## src/rtl/peak_pkg.sv

```systemverilog
// peak_pkg: shared types and helpers for the peak_sched frame scheduler.
//   sched_state_t : scheduler FSM states
//   beat_t        : one stream beat {sop, eop, mag, phase}
//   SRC_A / SRC_B : source ids used for grant encoding
//   sat_add16     : saturating 16-bit accumulate used by the drop counters
package peak_pkg;

  // Magnitude width carried in beat_t. It must match the detector width.
  localparam int MAG_W = 16;

  typedef enum logic [1:0] {
    IDLE     = 2'd0,
    STREAM   = 2'd1,
    WAIT_RES = 2'd2,
    FLUSH    = 2'd3
  } sched_state_t;

  typedef struct packed {
    logic             sop;
    logic             eop;
    logic [MAG_W-1:0] mag;
    logic [15:0]      phase;
  } beat_t;

  localparam logic SRC_A = 1'b0;
  localparam logic SRC_B = 1'b1;

  function automatic logic [15:0] sat_add16(input logic [15:0] v, input logic [1:0] inc);
    logic [16:0] s;
    s = {1'b0, v} + {15'd0, inc};
    return s[16] ? 16'hFFFF : s[15:0];
  endfunction

endpackage

```

## src/rtl/peak_sched_rr_arb2.sv

```systemverilog
// rr_arb2: combinational two-way round-robin picker.
//   req       in  2  request per source (bit 0 = A, bit 1 = B)
//   last      in  1  source granted most recently
//   gnt_valid out 1  at least one request present
//   gnt       out 1  winning source; on a tie the source that did not win last
module rr_arb2
  import peak_pkg::*;
(
  input  logic [1:0] req,
  input  logic       last,
  output logic       gnt_valid,
  output logic       gnt
);

  always_comb begin
    gnt_valid = |req;
    case (req)
      2'b01:   gnt = SRC_A;
      2'b10:   gnt = SRC_B;
      2'b11:   gnt = ~last;
      default: gnt = last;
    endcase
  end

endmodule

```

## src/rtl/peak_sched.sv

```systemverilog
// peak_sched: shares one peak_detect instance between FFT channels A and B.
// Whole frames (sop..eop) are granted round-robin, the frame length is
// checked against NBINS, the next frame is held off until the detector has
// reported (or TIMEOUT expired), and the detector is reset after every frame.
//
// Ports
//   clk, reset                 clock, synchronous active-high reset
//   a_* / b_*                  input streams (valid/sop/eop/mag/phase) and ready
//   det_valid/sop/eop/mag/phase registered stream to the detector
//   det_reset                  one-cycle detector reset (also held in reset)
//   det_done                   detector result present
//   grant                      source of current/last frame (0 = A, 1 = B)
//   busy                       FSM not in IDLE
//   err                        one-cycle pulse on length error or timeout
//   dbg_state                  current FSM state
//   drops_a, drops_b           saturating drop counters (PEAK_SCHED_STATS_EN only)
//
// Handshake: a beat transfers on a cycle where valid && ready are both high.
// Ready has zero latency and, in IDLE, depends combinationally on the sop
// requests of both channels (the tie loser sees ready = 0).
//
// Build option: define PEAK_SCHED_STATS_EN to add the drop counters.
module peak_sched
  import peak_pkg::*;
#(
  parameter int WIDTH   = MAG_W,
  parameter int NBINS   = 1024,
  parameter int TIMEOUT = 4096
) (
  input  logic             clk,
  input  logic             reset,
  input  logic             a_valid,
  input  logic             a_sop,
  input  logic             a_eop,
  input  logic [WIDTH-1:0] a_mag,
  input  logic [15:0]      a_phase,
  output logic             a_ready,
  input  logic             b_valid,
  input  logic             b_sop,
  input  logic             b_eop,
  input  logic [WIDTH-1:0] b_mag,
  input  logic [15:0]      b_phase,
  output logic             b_ready,
  output logic             det_valid,
  output logic             det_sop,
  output logic             det_eop,
  output logic [WIDTH-1:0] det_mag,
  output logic [15:0]      det_phase,
  output logic             det_reset,
  input  logic             det_done,
  output logic             grant,
  output logic             busy,
  output logic             err,
  output sched_state_t     dbg_state
`ifdef PEAK_SCHED_STATS_EN
  ,
  output logic [15:0]      drops_a,
  output logic [15:0]      drops_b
`endif
);

  localparam int CW = $clog2(NBINS) + 1;
  localparam int TW = $clog2(TIMEOUT) + 1;
  localparam logic [CW-1:0] LAST_BIN = CW'(NBINS - 1);
  localparam logic [CW-1:0] FULL_BIN = CW'(NBINS);
  localparam logic [TW-1:0] T_LAST   = TW'(TIMEOUT - 1);

  sched_state_t  state, state_nx;
  logic [CW-1:0] bin_cnt;
  logic [TW-1:0] t_cnt;
  logic          grant_q;

  logic  a_sop_req, b_sop_req;
  logic  arb_valid, arb_gnt;
  logic  src;
  beat_t a_beat, b_beat, sel;
  logic  sel_valid, sel_ready;
  logic  fwd;
  logic  len_err, tmo, err_cond;

  assign a_sop_req = a_valid & a_sop;
  assign b_sop_req = b_valid & b_sop;

  rr_arb2 u_arb (
    .req       ({b_sop_req, a_sop_req}),
    .last      (grant_q),
    .gnt_valid (arb_valid),
    .gnt       (arb_gnt)
  );

  // In IDLE the arbiter decides the source; afterwards the frame owner does.
  assign src    = (state == IDLE) ? arb_gnt : grant_q;
  assign a_beat = '{sop: a_sop, eop: a_eop, mag: a_mag, phase: a_phase};
  assign b_beat = '{sop: b_sop, eop: b_eop, mag: b_mag, phase: b_phase};
  assign sel       = (src == SRC_B) ? b_beat  : a_beat;
  assign sel_valid = (src == SRC_B) ? b_valid : a_valid;
  assign sel_ready = (src == SRC_B) ? b_ready : a_ready;

  // IDLE accepts everything but only forwards the winning sop beat.
  assign fwd = sel_valid & sel_ready & ((state != IDLE) | sel.sop);

  // State register
  always_ff @(posedge clk) begin
    if (reset) state <= IDLE;
    else       state <= state_nx;
  end

  // Next-state logic
  always_comb begin
    state_nx = state;
    len_err  = 1'b0;
    tmo      = 1'b0;
    case (state)
      IDLE: begin
        if (fwd) begin
          // A one-beat frame is always short because NBINS > 1.
          if (sel.eop) len_err = 1'b1;
          else         state_nx = STREAM;
        end
      end
      STREAM: begin
        if (fwd) begin
          if (sel.sop)                len_err  = 1'b1;
          else if (sel.eop)
            if (bin_cnt == LAST_BIN)  state_nx = WAIT_RES;
            else                      len_err  = 1'b1;
          // Last legal beat without eop: the count would hit NBINS.
          else if (bin_cnt == LAST_BIN) len_err = 1'b1;
        end
      end
      WAIT_RES: begin
        if (det_done)             state_nx = FLUSH;
        else if (t_cnt == T_LAST) tmo      = 1'b1;
      end
      FLUSH:   state_nx = IDLE;
      default: state_nx = IDLE;
    endcase
    if (len_err | tmo) state_nx = FLUSH;
  end

  assign err_cond = len_err | tmo;

  // Output logic
  always_comb begin
    a_ready   = 1'b0;
    b_ready   = 1'b0;
    busy      = (state != IDLE);
    dbg_state = state;
    if (!reset) begin
      case (state)
        IDLE: begin
          a_ready = ~(a_sop_req & b_sop_req & (arb_gnt == SRC_B));
          b_ready = ~(a_sop_req & b_sop_req & (arb_gnt == SRC_A));
        end
        STREAM: begin
          a_ready = (grant_q == SRC_A);
          b_ready = (grant_q == SRC_B);
        end
        default: ;
      endcase
    end
  end

  // Datapath and counters
  always_ff @(posedge clk) begin
    if (reset) begin
      bin_cnt   <= '0;
      t_cnt     <= '0;
      grant_q   <= SRC_B;
      det_valid <= 1'b0;
      det_sop   <= 1'b0;
      det_eop   <= 1'b0;
      det_mag   <= '0;
      det_phase <= '0;
      det_reset <= 1'b1;
      err       <= 1'b0;
    end else begin
      det_valid <= fwd;
      det_sop   <= fwd & sel.sop;
      det_eop   <= fwd & sel.eop;
      if (fwd) begin
        det_mag   <= sel.mag;
        det_phase <= sel.phase;
      end
      det_reset <= (state_nx == FLUSH);
      err       <= err_cond;
      if (state == IDLE && fwd) begin
        grant_q <= arb_gnt;
        bin_cnt <= CW'(1);
      end else if (state == STREAM && fwd && bin_cnt != FULL_BIN) begin
        bin_cnt <= bin_cnt + CW'(1);
      end
      // Held at zero outside WAIT_RES, so it is clear on entry.
      if (state != WAIT_RES) t_cnt <= '0;
      else                   t_cnt <= t_cnt + TW'(1);
    end
  end

  assign grant = grant_q;

`ifdef PEAK_SCHED_STATS_EN
  // A refused sop is counted once while it stays presented; an aborted
  // frame counts against its owner.
  logic       a_refused, b_refused, a_hold, b_hold;
  logic [1:0] a_inc, b_inc;

  assign a_refused = a_sop_req & ~a_ready;
  assign b_refused = b_sop_req & ~b_ready;

  always_comb begin
    a_inc = {1'b0, a_refused & ~a_hold} + {1'b0, err_cond & (src == SRC_A)};
    b_inc = {1'b0, b_refused & ~b_hold} + {1'b0, err_cond & (src == SRC_B)};
  end

  always_ff @(posedge clk) begin
    if (reset) begin
      a_hold  <= 1'b0;
      b_hold  <= 1'b0;
      drops_a <= '0;
      drops_b <= '0;
    end else begin
      a_hold  <= a_refused;
      b_hold  <= b_refused;
      drops_a <= sat_add16(drops_a, a_inc);
      drops_b <= sat_add16(drops_b, b_inc);
    end
  end
`endif

endmodule

```

## config.mk

```make
export PLATFORM = sky130hd
export DESIGN_NAME = peak_sched
export DESIGN_NICKNAME = d
export VERILOG_FILES = /design/src/rtl/peak_pkg.sv /design/src/rtl/peak_sched_rr_arb2.sv /design/src/rtl/peak_sched.sv
export SDC_FILE = /design/constraint.sdc
export NUM_CORES = 1
export LEC_CHECK = 0
export CAP_MARGIN = 0
export CORE_ASPECT_RATIO = 1.5
export CORE_MARGIN = 5
export CORE_UTILIZATION = 45
export DETAILED_ROUTE_END_ITERATION = 12
export GPL_ROUTABILITY_DRIVEN = 0
export GPL_TIMING_DRIVEN = 0
export PLACE_DENSITY = 0.81
export SLEW_MARGIN = 20
export SYNTH_ARGS = -nofsm -noshare
export SYNTH_HDL_FRONTEND = slang
export SYNTH_SLANG_ARGS = --single-unit
```

## constraint.sdc

```tcl
create_clock -name clk -period 4.4 [get_ports clk]
set_input_delay 1.1 -clock clk [delete_from_list [all_inputs] [get_ports clk]]
set_output_delay 1.1 -clock clk [all_outputs]
set_load 0.01 [all_outputs]
```

==> impl_metrics.csv <==
group,metric,value,unit
layout,finalCoreUtilization,0.667,
routing,routed_wl,8.48,mm
floorplan,coreArea,6760,um^2
layout,final_net_count,541,
critical_path,slowest_delay,0.52,ns
critical_path,crit_fanout,10,
critical_path,r2r_cells,8,
floorplan,die_x,77.5,um
floorplan,initial_core_util,0.455,
critical_path,slowest_stage,"clkdlybuf4s50_1",
clock_network,cts-resized-gates,0,
pwr,total_power,1.99,mW
layout,num-fill-cells,551,
place,port_buffers,114,
global_routing,grt_max_degree,12,
clock_network,clockBufferDepth,2,
routing,ant_nets,0,
critical_path,path_class,"in -> out",
sta,hold_violations,0,
place,place_inst,532,
sta,fin_tns_setup,0,ns
layout,finalInstanceArea,4510,um^2
min_path,holdCritPathClass,"reg -> reg",
critical_path,required,3.30,ns
routing,vias_per_cell,5.40,
synthesis,yosysTopAreaCell,"dfxtp_1",
critical_path,path_common_cell,"clkbuf_1",
place,hpwl,6.68,mm
synthesis,synth-async-reset-ratio,0,
pwr,p_per_area,441,nW/um^2
routing,firstDrtPassIters,5,
clock_network,insertion_delay,0.35,ns
synthesis,ys_ff_latch,64,
synthesis,synth.most_common_cell,"dfxtp_1",
layout,drive_above_1_share,0.0768,
sta,fin_skew,0.0116,ns
sta,rsz0062_at_grt,"false",
critical_path,cp_cell_sequence,"clkbuf_1 -> clkbuf_1 -> buf_1 -> nor3_1 -> clkdlybuf4s50_1",
layout,fin_cells,547,
clock_network,cts_root_buf,"clkbuf_8",
sta,whs,0.453,ns
synthesis,ys_types,48,
synthesis,synth_common_cells,"dfxtp_1, nor2_1, mux2i_1, a211oi_1",
critical_path,start_kind,"input port",
clock_network,clkTransAtPathRegs,0.07,ns
global_routing,grt_pass1_wl,14.1,mm
global_routing,grt-ovfl-total,0,
global_routing,antenna_found_initial,0,
routing,routedWlPerCell,15.5,um
sta,slew_viol_final,0,
global_routing,grt_usage,0.200,
sta,worst_pin_slew,0.478,ns
synthesis,yosysSeqAreaShare,0.416,
pwr,p_leak,1.61,nW
sta,setup-violations-final,0,
layout,num_antenna_cells,0,
layout,area_delta_synth_final,46.6,%
clock_network,postCtsSetupBuffers,0,
routing,drc,0,
synthesis,synthTopCellsByArea,"dfxtp_1, mux2i_1, a211oi_1",
clock_network,cts_made_buffers,9,
place,placed_cell_area,4320,um^2
synthesis,yosysWarnings,0,
place,place_ws,0.409,ns
clock_network,cts_tree,"done",
floorplan,die_area,8630,um^2
outcome,outcome,"finished clean",
sta,max_freq,253,MHz
synthesis,ys.flop_type,"dfxtp_1",
min_path,hold_depth,1,
pwr,ir_drop,0.241,mV
synthesis,synth_top_cell_area_share,0.416,
routing,num_vias,2952,
critical_path,crit_arrival,2.85,ns
critical_path,cp-end-kind,"primary output",
routing,drt_iter0_markers,136,
clock_network,clock-sinks,64,
sta,fin_crit,3.95,ns
job,max_cap_violations,0,
sta,slew-limit-headroom,0.682,
synthesis,syn_area,3080,um^2
floorplan,io_pins,116,
synthesis,synth_nets,416,
clock_network,postCtsHoldBufs,0,
sta,fin_ws,0.453,ns
clock_network,cts_max_level,3,
floorplan,dieHeight,111,um
sta,finalCritPeriodShare,0.897,
global_routing,grt_pass1_vias,3072,
synthesis,synth-edff-count,0,
synthesis,synthCells,340,
floorplan,row_count,37,
synthesis,synth_area_per_cell,9.05,um^2
cells by family (layout without fill, tap and decap cells):
kind of cell	after synthesis	in the layout	synth area share
adder cells (fa/ha/maj)	3	3	0.0122
multiplexers	37	37	0.121
flip-flops	64	64	0.416
AND/OR/NAND/NOR	127	127	0.205
XOR/XNOR	17	17	0.0484
AO/OA/AOI/OAI	62	62	0.148
buffers and inverters	30	159	0.0480
sequential cells by signal (all words and copies together) (netlist names):
signal	flops
t_cnt	13
det_phase	16
det_eop	1
det_mag	16
err	1
det_sop	1
det_reset	1
bin_cnt	11
dbg_state	2
det_valid	1
grant	1
worst paths after layout:
check                              start            to  slack, ns
worst max register to register     grant  dbg_state[1]       2.07
worst min-delay path            t_cnt[0]      t_cnt[0]       0.45
worst max-delay path               reset       b_ready       0.45
worst min register to register  t_cnt[0]      t_cnt[0]       0.45
cells in the final DEF (no fill, tap or decap), types with 6 or more instances in the layout:
master	netlist	routed
nor2_1	60	60
nand2b_1	6	6
buf_2	13	13
clkbuf_1	8	8
nand4_1	9	9
a21oi_1	6	6
xor2_1	13	13
mux2i_1	35	35
a211oi_1	33	33
clkbuf_8	0	10
nand2_1	12	12
nand3_1	10	10
clkdlybuf4s50_1	0	114
dfxtp_1	64	64
layout make-up:
| class | count | area (um^2) | area share |
|---|---|---|---|
| Timing Repair Buffer | 114 | 1140 | 0.253 |
| Multi-Input combinational cell | 246 | 1650 | 0.365 |
| Clock inverter | 5 | 57.6 | 0.0128 |
| Sequential cell | 64 | 1280 | 0.284 |
| Buffer | 25 | 129 | 0.0286 |
| Tap cell | 78 | 97.6 | 0.0216 |
| Inverter | 5 | 18.8 | 0.00416 |
| Clock buffer | 10 | 138 | 0.0305 |
worst max-delay path: cells and delay by family:
kind / cells / cell delay (ns)
and+or+nand+nor: 1 / 0.11
buffers and inverters: 4 / 1.65
power breakdown:
part	internal [mW]	switching, mW
Sequential	0.662	0.0464
Clock	0.273	0.231
Combinational	0.397	0.380
Total	1.33	0.657
per-layer routing:
layer  routed length, um  GRT usage  vias to the layer above
met5                   0          0                        -
li1                    -          -                     1469
met4                 199     0.0814                        0
met3                 987      0.107                       17
met2                4220      0.341                      121
met1                3080      0.201                     1345
(Power assumes the default switching activity.)
